<file path="config.mk">
export PLATFORM = sky130hd
export DESIGN_NAME = alu_result_serializer
export DESIGN_NICKNAME = d
export VERILOG_FILES = /design/src/rtl/alu_result_serializer.sv
export SDC_FILE = /design/constraint.sdc
export NUM_CORES = 1
export LEC_CHECK = 0
export CORE_UTILIZATION = 59
export CTS_CLUSTER_SIZE = 30
export DETAILED_ROUTE_END_ITERATION = 16
export GPL_ROUTABILITY_DRIVEN = 0
export GPL_TIMING_DRIVEN = 0
export PLACE_DENSITY = 0.84
export SYNTH_ARGS = -nofsm -noshare
export SYNTH_HDL_FRONTEND = slang
export SYNTH_SLANG_ARGS = --single-unit
</file>
<file path="constraint.sdc">
create_clock -name clk -period 4.16 [get_ports clk]
set_input_delay 0.832 -clock clk [delete_from_list [all_inputs] [get_ports clk]]
set_output_delay 0.832 -clock clk [all_outputs]
set_load 0.03 [all_outputs]
</file>
<file path="src/rtl/alu_result_serializer.sv">
// alu_result_serializer
// Buffers wide ALU results (with their error flag) in a small FIFO and
// replays each one as two narrow beats, low half first, on a valid/ready
// bus. Also keeps a saturating count of errored results for status readout.
// All outputs are derived from registers only, so there is no combinational
// path from out_ready back to res_ready.

module alu_result_serializer #(
    parameter int DATA_WIDTH = 8,
    parameter int DEPTH      = 4,
    parameter int CNT_WIDTH  = 8
) (
    input  logic                        clk,
    input  logic                        rst,
    input  logic                        res_valid,
    input  logic [2*DATA_WIDTH-1:0]     res_data,
    input  logic                        res_err,
    output logic                        res_ready,
    output logic                        out_valid,
    output logic [DATA_WIDTH-1:0]       out_data,
    output logic                        out_last,
    output logic                        out_err,
    input  logic                        out_ready,
    output logic [$clog2(DEPTH):0]      fifo_level,
    output logic [CNT_WIDTH-1:0]        err_count,
    input  logic                        clr_err
);

    localparam int PTR_W = $clog2(DEPTH);
    localparam int LVL_W = PTR_W + 1;
    localparam int RES_W = 2 * DATA_WIDTH;
    localparam int ENT_W = RES_W + 1;

    localparam logic [LVL_W-1:0]     FULL_LEVEL = LVL_W'(DEPTH);
    localparam logic [CNT_WIDTH-1:0] CNT_MAX    = {CNT_WIDTH{1'b1}};

    typedef enum logic {
        ST_LO = 1'b0,
        ST_HI = 1'b1
    } rd_state_t;

    // Entry layout: {err, result}
    logic [ENT_W-1:0] mem [DEPTH];

    logic [PTR_W-1:0]     wr_ptr;
    logic [PTR_W-1:0]     rd_ptr;
    logic [LVL_W-1:0]     level;
    rd_state_t            state;
    logic [CNT_WIDTH-1:0] err_cnt;

    logic                 push;
    logic                 beat;
    logic                 pop;
    logic                 err_push;
    logic [ENT_W-1:0]     head;

    // Saturating increment for the error counter; sticks at all-ones.
    function automatic logic [CNT_WIDTH-1:0] sat_inc(input logic [CNT_WIDTH-1:0] v);
        if (v == CNT_MAX) begin
            return CNT_MAX;
        end
        return v + CNT_WIDTH'(1);
    endfunction

    // Handshake decode; a full FIFO refuses input even if the head pops this cycle.
    always_comb begin
        res_ready = (level != FULL_LEVEL);
        out_valid = (level != '0);
        push      = res_valid && res_ready;
        beat      = out_valid && out_ready;
        pop       = beat && (state == ST_HI);
        err_push  = push && res_err;
        head      = mem[rd_ptr];
    end

    // Present the selected half of the head entry; zero when nothing is stored.
    always_comb begin
        out_data = '0;
        out_last = 1'b0;
        out_err  = 1'b0;
        if (out_valid) begin
            out_err = head[ENT_W-1];
            if (state == ST_HI) begin
                out_data = head[RES_W-1:DATA_WIDTH];
                out_last = 1'b1;
            end else begin
                out_data = head[DATA_WIDTH-1:0];
            end
        end
    end

    // Storage array: data only, no reset needed since occupancy gates every read.
    always_ff @(posedge clk) begin
        if (push) begin
            mem[wr_ptr] <= {res_err, res_data};
        end
    end

    // Pointers, occupancy and the two-beat read FSM.
    always_ff @(posedge clk or negedge rst) begin
        if (!rst) begin
            wr_ptr <= '0;
            rd_ptr <= '0;
            level  <= '0;
            state  <= ST_LO;
        end else begin
            if (push) begin
                wr_ptr <= wr_ptr + PTR_W'(1);
            end
            if (pop) begin
                rd_ptr <= rd_ptr + PTR_W'(1);
            end
            if (push && !pop) begin
                level <= level + LVL_W'(1);
            end else if (pop && !push) begin
                level <= level - LVL_W'(1);
            end
            case (state)
                ST_LO: if (beat) state <= ST_HI;
                ST_HI: if (beat) state <= ST_LO;
                default: state <= ST_LO;
            endcase
        end
    end

    // Errored-result counter; a clear that coincides with an errored push leaves 1.
    always_ff @(posedge clk or negedge rst) begin
        if (!rst) begin
            err_cnt <= '0;
        end else if (clr_err) begin
            err_cnt <= err_push ? CNT_WIDTH'(1) : '0;
        end else if (err_push) begin
            err_cnt <= sat_inc(err_cnt);
        end
    end

    assign fifo_level = level;
    assign err_count  = err_cnt;

endmodule
</file>
After elaboration in Yosys (flattened, before gate mapping)
Memory sizes are Yosys's and may differ from the RTL's.
Cells that the tools add are included.
{"block": "word_totals", "regBits": 16, "mem_bits_ro": 0, "mem_bits_rw": 68, "latch_bits": 0, "word_cells": 45, "n_memories": 1}
{"block": "classes", "bitwise_logic": 1, "magnitude_cmp": 0, "n_reduce_logical": 11, "n_div": 0, "muxes": 20, "shift": 0, "addsub": 5, "n_mul": 0, "n_eq_ne": 2}
{"memory": "mem", "depth": 4, "word_bits": 17, "read_ports": 1, "rd_clocked_by_memory_dff": 0, "write_ports": 1, "line": "43", "text": "logic [ENT_W-1:0] mem [DEPTH];"}
{"operator": "2-to-1 mux 8 bit", "n": 6}
{"operator": "2-to-1 mux 1 bit", "n": 11}
{"operator": "adder 8 x 1 -> 8 bit, second input constant", "n": 1}
{"operator": "== test 8 bit, second input constant", "n": 1}
{"operator": "logical AND 1 bit", "n": 6}
{"operator": "2-to-1 mux 3 bit", "n": 2}
{"operator": "adder 2 x 1 -> 2 bit, second input constant", "n": 2}
{"operator": "nonzero test 2 bit", "n": 2}
{"operator": "adder 3 x 1 -> 3 bit, second input constant", "n": 1}
{"operator": "inequality test 3 bit, second input constant", "n": 1}
{"operator": "nonzero test 3 bit", "n": 1}
{"operator": "subtractor 3 x 1 -> 3 bit, second input constant", "n": 1}
{"operator": "zero test 1 bit", "n": 2}
{"operator": "case mux 1 bit (2 select lines)", "n": 1}
{"operator": "inverter 1 bit", "n": 1}

Depth between registers and ports, before layout
Gate-level depths: netlist (run 1).
{"block": "logic_depth", "word_depth": 8, "ltp_mapped": 10, "ltp_nobuf": 10}

Worst setup path after synthesis (run 1)
Ideal clock, no wire load.
{"block": "synth_timing", "path_type": "reg-to-output", "startpoint": "register level[0] (netlist: fifo_level[0])", "endpoint": "output port out_data[0]", "arrival_time_ns": 1.728, "path_slack_ns": 1.600, "n_path_buf": 1, "required_time_ns": 3.328, "stages_incl_launch_ff": 5, "cell_sequence": "dfrtp_1 > nor3_1 > nor2b_1 > clkbuf_1 > a22o_1"}
{"block": "synth_via", "elab_chain_cells": 2}
{"element": "start, declared", "line": "47", "text": "logic [LVL_W-1:0] level;"}
{"element": "start signal, assigned", "line": "114", "text": "level <= level + LVL_W'(1);"}
{"element": "start signal, assigned", "line": "116", "text": "level <= level - LVL_W'(1);"}
{"element": "nonzero test 3 bit", "line": "68", "text": "out_valid = (level != '0);"}
{"element": "2-to-1 mux 8 bit", "line": "81", "text": "if (out_valid) begin"}
{"element": "end, declared", "line": "20", "text": "output logic [DATA_WIDTH-1:0] out_data,"}
No other way between the ends.

Final worst setup path (run 1)
{"block": "layout_timing", "startpoint": "register level[0] (netlist: fifo_level[0])", "endpoint": "output port out_data[5]"}
The elaborated chain is that of the path after synthesis.

==> summary.md, run 1 <==
| Metric | Value |
|---|---|
| Startpoint of the worst setup timing path | `fifo_level[0]` |
| Synth-to-layout area growth | `19.65%` |
| Violation count after the first detailed-route iteration | `60` |
| Worst min path class | `reg2reg` |
| Number of sinks driven by the clock tree | `between 80 and 90` |
| Final Skew | `slightly above 6 ps` |
| Area of the mapped netlist | `3470 um2` |
| Number of nets in the synthesized netlist | `221` |
| Number of buffers added on ports | `43` |
| CP arrival | `approximately 2500 ps` |
| Horiz. Die Dim | `approximately 79 um` |
| Die boundary height | `approximately 80 um` |
| Post-synth ARST share | `between 10% and 20%` |
| Total clock buffers created by CTS | `9` |
| Count of buffering cells on the critical path with inverters included | `2` |
| Slowest library cell on the worst path | `sky130_fd_sc_hd__clkdlybuf4s50_1` |
| Number of flops mapped to enable cells by yosys | `68` |
| Minimum setup slack in the final design | `791.4 ps` |
| Power per unit of standard cell area | `686.8 nW/um2` |
| Met2 routing resource usage after global routing | `between 30% and 40%` |
| Antenna diode count | `0` |
| Global-route wire length before repair | `9.487 mm` |
| CP cell instances | `nor3_1, nor2b_1, clkbuf_1, a22o_1, clkdlybuf4s50_1` |
| Maximum number of pins on one net before global-route repair | `18` |
| Synthesis Warnings | `0` |
| Area inside the core boundary | `around 5600 um2` |
| Final wirelength | `a little under 6 mm` |
| Avg Vias per Cell | `5.894` |
| RSZ-0062 raised after global routing | `no` |
| Starting utilization of the core area | `between 60 and 70%` |
| Cells after Synth | `~190` |
| Basic-gate share of the synthesized area counting and, or, nand and nor cells | `between 7 and 8%` |
| Number of distinct library cells after synthesis | `39` |
| CTS tree | `built` |
| Total number of vias | `~1900` |
| Main combinational cell family by area after synthesis | `multiplexers` |
| Average size of a mapped cell | `approximately 18 um2` |
| Number of buffers between clock root and the deepest sink | `2` |
| Setup Total Neg Slack | `0 ps` |
| Result of the run | `complete, no violations` |
| Number of placement rows | `27` |
| Post-synthesis compound-gate area fraction | `under 10%` |
| Number of buffers inserted to repair setup after CTS | `0` |
| Global-route track usage on met3 | `~5%` |
| Max transition margin | `approximately half` |
| Initial antenna violation count | `0` |
| Hpwl dp | `between 3 and 4 mm` |
| Final critical-path required period | `roughly 3400 ps` |
| Most common flop cell mapped by yosys | `sky130_fd_sc_hd__edfxtp_1` |
| Fraction of final layout cells sized beyond drive strength 1 | `17.60%` |
| Worst-margin pin slew | `between 700 and 800 ps` |
| Req. time, crit path | `approximately 3300 ps` |
| Met1 global-route usage | `28.21%` |
| Most used routing layer in global routing | `met2` |
| Adder-cell share of the synthesized area | `under 10%` |
| Root Buffer | `sky130_fd_sc_hd__clkbuf_8` |
| Final clock period utilization by the worst path | `about four fifths` |
| Boundary pin count | `45` |
| Number of filler cells placed in the layout | `371` |
| Sequential fraction of the synthesis area | `between 70% and 80%` |
| Multiplexer area fraction after synthesis | `between 10% and 20%` |
| Start point of the worst hold path | `fifo_level[2]` |
| CP Capture Type | `primary output` |
| Clock network latency to the later pin of the worst-skew pair | `~330 ps` |
| Total routing resource utilization after global routing | `between 20% and 30%` |
| Total Nets Final | `between 200 and 300` |
| Grt total ovfl | `0` |
| Synth Area in XOR/XNOR | `1.515%` |
| VDD IR-drop max | `just under 400 uV` |
| Setup violation total in the final timing report | `0` |
| Category of the worst setup path launch point | `flip-flop` |
| Worst flop-to-flop path startpoint | `fifo_level[0]` |
| Full die area | `~6200 um2` |
| Pins Over Slew Limit | `0` |
| Number of DRC violations after detailed routing | `0` |
| Setup Slack @ Placement | `~1100 ps` |
| Quantity of gates resized following cts | `0` |
| Residual antenna-violating net count after detailed routing | `0` |
| Detailed-routing iteration count for the pre-antenna-repair pass | `6` |
| CTS HTree Levels | `3` |
| Crit path kind | `reg2out` |
| Max-cap violation count | `0` |
| Avg WL per Cell | `between 15 and 20 um` |
| Maximum clock rate | `296.9 MHz` |
| Worst-path fanout max | `9` |
| Hold buffer count at cts | `0` |
| Vias in the first global route | `roughly 1900` |
| Delay-heaviest family, CP | `buffers and inverters` |
| Worst-path clk slew | `around 80 ps` |
| Longest individual stage delay on the worst path | `just under 600 ps` |
| Leak Pwr | `~1.5 nW` |
| FF+latch count, synth | `84` |
| Hold Vio Cnt, Final | `0` |
[cell families after synthesis]
logic type | after synthesis
DFF | 84
and+or+nand+nor | 42
muxes | 19
AOI/OAI and AO/OA | 18
buffers and inverters | 14
adders and majority gates | 8
xor gates and xnor gates | 6
[worst reg2reg max path: stages, from the launching register on]
cell,delay [ps]
sky130_fd_sc_hd__dfrtp_1,450
sky130_fd_sc_hd__nor3_1,490
sky130_fd_sc_hd__nor2b_1,100
sky130_fd_sc_hd__ha_1,250
sky130_fd_sc_hd__inv_1,80
sky130_fd_sc_hd__ha_1,170
sky130_fd_sc_hd__inv_1,60
sky130_fd_sc_hd__fa_1,370
sky130_fd_sc_hd__xor2_1,150
sky130_fd_sc_hd__nor2_1,110
sky130_fd_sc_hd__xor2_1,150
[Yosys cell counts (4+ instances only)]
library cell               instances  area [um2]
sky130_fd_sc_hd__edfxtp_1         68        2042
sky130_fd_sc_hd__mux4_2           17       382.9
sky130_fd_sc_hd__dfrtp_1          16       400.4
sky130_fd_sc_hd__a22o_1            8       70.07
sky130_fd_sc_hd__nor3_1            8       40.04
sky130_fd_sc_hd__ha_1              7       87.58
sky130_fd_sc_hd__inv_1             6       22.52
sky130_fd_sc_hd__nor2_1            6       22.52
sky130_fd_sc_hd__nand2_1           5       18.77
sky130_fd_sc_hd__a21oi_1           4       20.02
sky130_fd_sc_hd__and3_2            4       30.03
[flip-flops by register name (all words and copies together) (netlist names)]
register    flops
state           1
fifo_level      3
rd_ptr          2
err_count       8
wr_ptr          2
mem            68
[through the flow]
| stage | util, % | cell area, um2 | hold slack (ps) | power [mW] | cells |
|---|---|---|---|---|---|
| floorplan | - | 3470 | 493.3 | 1.995 | 191 |
| global placement | 71.58 | 3990 | 499.4 | 2.382 | 306 |
| detailed placement | 71.58 | 3990 | 521.9 | 2.415 | 306 |
| CTS | 74.48 | 4151 | 540.0 | 2.885 | 322 |
| global route | 74.48 | 4151 | 566.6 | 2.998 | 322 |
| finish | 74.48 | 4151 | 533.8 | 2.851 | 322 |
[cell type report]
cell class,count,area (um2),area share (%)
repair buffers,43,430.4,10.37
well taps,72,90.09,2.170
inverters,6,22.52,0.5425
clock inverters,4,26.28,0.6329
flip-flops and latches,84,2442,58.83
clock buffers,12,135.1,3.255
multi-input cells,93,949.7,22.88
plain buffers,8,55.05,1.326
[cells in the final DEF, fill, tap and decap left out, types with 3 or more instances in the layout]
cell type / n
sky130_fd_sc_hd__a22o_1: 8
sky130_fd_sc_hd__xnor2_1: 3
sky130_fd_sc_hd__a21oi_1: 4
sky130_fd_sc_hd__nor2_1: 6
sky130_fd_sc_hd__xor2_1: 3
sky130_fd_sc_hd__mux4_2: 17
sky130_fd_sc_hd__edfxtp_1: 68
sky130_fd_sc_hd__ha_1: 7
sky130_fd_sc_hd__inv_1: 6
sky130_fd_sc_hd__clkdlybuf4s50_1: 43
sky130_fd_sc_hd__clkbuf_8: 9
sky130_fd_sc_hd__clkinvlp_4: 3
sky130_fd_sc_hd__and3_2: 4
sky130_fd_sc_hd__nor3_1: 8
sky130_fd_sc_hd__dfrtp_1: 16
sky130_fd_sc_hd__nor2b_1: 3
sky130_fd_sc_hd__clkbuf_1: 4
sky130_fd_sc_hd__nand2_1: 5
[report_power, final]
part / leakage [nW] / internal [mW] / switching (mW)
Combinational: 0.558 / 0.551 / 0.661
Clock: 0.0703 / 0.215 / 0.257
Sequential: 0.826 / 1.10 / 0.0657
Total: 1.45 / 1.87 / 0.983
[worst paths after layout]
check / end / slack, ps / cells past startpoint
min in group asynchronous: fifo_level[1] / 930 / 1
hold reg to reg: fifo_level[2] / 530 / 1
max in group asynchronous: err_count[5] / 2760 / 1
hold / removal: fifo_level[2] / 530 / 1
setup / recovery: out_data[5] / 790 / 5
setup reg to reg: fifo_level[2] / 1730 / 10
[per-layer routing]
layer	up-vias	part of all wire [%]	wire length (um)
li1	862	-	-
met1	963	41	2423
met2	63	52	3059
met3	10	5.5	326
met4	0	1.5	88
met5	-	0	0
Power figures use the tool's default switching activity.
==> inputs of run 2 (changes only) <==
--- a/config.mk
+++ b/config.mk
@@ -5,12 +5,12 @@
 export SDC_FILE = /design/constraint.sdc
 export NUM_CORES = 1
 export LEC_CHECK = 0
-export CORE_UTILIZATION = 59
+export CORE_UTILIZATION = 49
 export CTS_CLUSTER_SIZE = 30
 export DETAILED_ROUTE_END_ITERATION = 16
 export GPL_ROUTABILITY_DRIVEN = 0
 export GPL_TIMING_DRIVEN = 0
-export PLACE_DENSITY = 0.84
+export PLACE_DENSITY = 0.75
 export SYNTH_ARGS = -nofsm -noshare
 export SYNTH_HDL_FRONTEND = slang
 export SYNTH_SLANG_ARGS = --single-unit
==> constraint.sdc (replaced) <==
create_clock -name clk -period 2.8 [get_ports clk]
set_input_delay 0.56 -clock clk [delete_from_list [all_inputs] [get_ports clk]]
set_output_delay 0.56 -clock clk [all_outputs]
set_load 0.03 [all_outputs]
==> run 2 against run 1 <==
Compared with the run above:
- count of clock-buffer cells in the layout shrank 3
- register-to-register slack worse by 1300 ps
- cell count rose by 7.5%
- sequential power is 50% higher
- clock skew grew 6.1 ps
- setup slack worse by 690 ps
- combinational power rose by 43%
- routed wire length grew 0.36%
- utilization down 12 points
- critical path type unchanged
- critical endpoint is now out_data[4]
==> summary.md, run 2 (same netlist as run 1, synthesis figures left out) <==
| Metric | Value |
|---|---|
| Result of the run | `complete, no violations (unchanged)` |
| Horiz. Die Dim | `86.15 um (was 78.69 um)` |
| Violation count after the first detailed-route iteration | `71 (was 60)` |
| Area inside the core boundary | `6832 um2 (was 5574 um2)` |
| Most used cell along the critical path | `sky130_fd_sc_hd__buf_8` |
| CTS tree | `built (unchanged)` |
| Worst flop-to-flop path startpoint | `fifo_level[0] (unchanged)` |
| Avg WL per Cell | `17.10 um (was 18.31 um)` |
| Worst min path class | `reg2reg (unchanged)` |
| Number of sinks driven by the clock tree | `84 (unchanged)` |
| Clock network latency to the later pin of the worst-skew pair | `330 ps (about the same)` |
| Vias in the first global route | `1841 (was 1865)` |
| Category of the worst setup path launch point | `flip-flop (unchanged)` |
| Commonest non-fill, non-tap cell in the layout | `sky130_fd_sc_hd__edfxtp_1 (unchanged)` |
| Die boundary height | `86.15 um (was 78.69 um)` |
| Residual antenna-violating net count after detailed routing | `0 (unchanged)` |
| Count of cells along the worst hold path | `1 (unchanged)` |
| Total number of vias | `1869 (was 1898)` |
| Number of buffers added on ports | `43 (unchanged)` |
| Number of buffers between clock root and the deepest sink | `2 (unchanged)` |
| CP arrival | `2130 ps (was 2540 ps)` |
| Root Buffer | `sky130_fd_sc_hd__clkbuf_8 (unchanged)` |
| Cell area after placement | `4020 um2 (was 3990 um2)` |
| Max-cap violation count | `0 (unchanged)` |
| Number of buffers inserted to repair setup after CTS | `0 (unchanged)` |
| Number of DRC violations after detailed routing | `0 (unchanged)` |
| Boundary pin count | `45 (unchanged)` |
| Crit path kind | `reg2out (unchanged)` |
| Worst-path clk slew | `80 ps (about the same)` |
| Final wirelength | `5.918 mm (was 5.897 mm)` |
| Synth-to-layout area growth | `22.21% (was 19.65%)` |
| Initial antenna violation count | `0 (unchanged)` |
| Total routing resource utilization after global routing | `17.59% (was 21.63%)` |
| Hpwl dp | `3.810 mm (was 3.925 mm)` |
| Minimum setup slack in the final design | `105.9 ps (was 791.4 ps)` |
| Destination of the worst register-to-register timing path | `fifo_level[1] (was fifo_level[2])` |
| Final critical-path required period | `approximately 2700 ps` |
| VDD IR-drop max | `610.0 uV (was 390.1 uV)` |
| Final Skew | `12.23 ps (was 6.155 ps)` |
| CP cell instances | `buf_8, buf_8, mux4_2, a22o_1, dlygate4sd2_1 (was nor3_1, nor2b_1, clkbuf_1, a22o_1, clkdlybuf4s50_1)` |
| Power per unit of standard cell area | `1017 nW/um2 (was 686.8 nW/um2)` |
| RSZ-0062 raised after global routing | `no (unchanged)` |
| Startpoint of the worst setup timing path | `rd_ptr[0] (was fifo_level[0])` |
| Avg Vias per Cell | `5.402 (was 5.894)` |
| Register ranked first by flip-flop count | `mem (unchanged)` |
| Worst-path fanout max | `10 (was 9)` |
| Detailed-routing iteration count for the pre-antenna-repair pass | `4 (was 6)` |
| Leak Pwr | `1.508 nW (was 1.455 nW)` |
| Grt total ovfl | `0 (unchanged)` |
| Worst-margin pin slew | `763.6 ps (was 734.4 ps)` |
| Number of cells on the worst reg-to-reg path | `7 (was 10)` |
| Max reg flops | `68 (unchanged)` |
| Setup Slack @ Placement | `-15.95 ps (was 1136 ps)` |
| Pins Over Slew Limit | `0 (unchanged)` |
| Max transition margin | `48.93% (was 50.89%)` |
| Setup violation total in the final timing report | `0 (unchanged)` |
| Final clock period utilization by the worst path | `96.22%` |
| Longest individual stage delay on the worst path | `540 ps (was 590 ps)` |
| Maximum clock rate | `around 370 MHz` |
| Req. time, crit path | `2240 ps (was 3330 ps)` |
| Total clock buffers created by CTS | `9 (unchanged)` |
| CTS HTree Levels | `3 (unchanged)` |
| Number of placement rows | `30 (was 27)` |
| Hold Vio Cnt, Final | `0 (unchanged)` |
| Starting utilization of the core area | `50.79% (was 62.24%)` |
| Register-to-register setup slack | `460 ps (was 1730 ps)` |
| Hold buffer count at cts | `0 (unchanged)` |
| Global-route wire length before repair | `9.301 mm (was 9.487 mm)` |
| Total Nets Final | `275 (unchanged)` |
| Antenna diode count | `0 (unchanged)` |
| Slowest library cell on the worst path | `sky130_fd_sc_hd__mux4_2 (was sky130_fd_sc_hd__clkdlybuf4s50_1)` |
| Layout Cell Area excl Fill | `4240 um2 (was 4151 um2)` |
| Fraction of final layout cells sized beyond drive strength 1 | `20.40% (was 17.60%)` |
| Maximum number of pins on one net before global-route repair | `18 (unchanged)` |
| Full die area | `7421 um2 (was 6191 um2)` |
| Capturing element of the worst setup path | `out_data[4] (was out_data[5])` |
| Quantity of gates resized following cts | `16 (was 0)` |
| Commonest non-fill, non-tap cells in the layout | `68 x sky130_fd_sc_hd__edfxtp_1, 34 x sky130_fd_sc_hd__clkdlybuf4s50_1, 17 x sky130_fd_sc_hd__mux4_2 (was 68 x sky130_fd_sc_hd__edfxtp_1, 43 x sky130_fd_sc_hd__clkdlybuf4s50_1, 17 x sky130_fd_sc_hd__mux4_2)` |
| CP Capture Type | `primary output (unchanged)` |
## run 2: worst min-delay path by stage
stage,startpoint,endpoint,slack [ps]
after CTS,state,state,560
final,state,state,570
after global placement,fifo_level[2],fifo_level[2],510
after floorplan,rst,err_count[0],260
after global routing,err_count[0],err_count[0],600
after detailed placement,fifo_level[2],fifo_level[2],510
## run 2: critical path: cells and delay by family, from the launching register on
family,cells,cell delay (ps)
buffers and inverters,3,710
multiplexers,1,540
flip-flops,1,370
AO/OA/AOI/OAI,1,190
## run 2: cell type report
| type | instances | area (um2) |
|---|---|---|
| inverters | 6 | 22.52 |
| flip-flops and latches | 84 | 2442 |
| clock buffers | 9 | 123.9 |
| well taps | 96 | 120.1 |
| clock inverters | 7 | 75.07 |
| repair buffers | 43 | 419.2 |
| multi-input cells | 93 | 963.4 |
| fillers | 530 | 2591 |
| plain buffers | 8 | 73.82 |
## run 2: per-stage QoR
stage	hold slack (ps)	cells	power [mW]	utilization, %	TNS [ps]
floorplan	264.4	191	2.964	-	0
global placement	505.3	330	3.543	58.85	0
detailed placement	511.9	330	3.569	58.85	-26.24
CTS	563.9	346	4.352	61.96	0
global route	598.6	346	4.539	62.07	0
finish	565.7	346	4.310	62.07	0
## run 2: metal layers
layer / vias up / share of wire (%) / global-route usage [%]
li1: 865 / - / -
met1: 950 / 43 / 22.00
met2: 50 / 51 / 29.80
met3: 4 / 5.5 / 4.524
met4: 0 / 0.78 / 6.364
met5: - / 0 / 0
## run 2: report_power, final
part	switching, mW	internal (mW)	total (mW)
combinational	0.965	0.763	1.73
clock	0.418	0.414	0.832
sequential	0.114	1.64	1.75
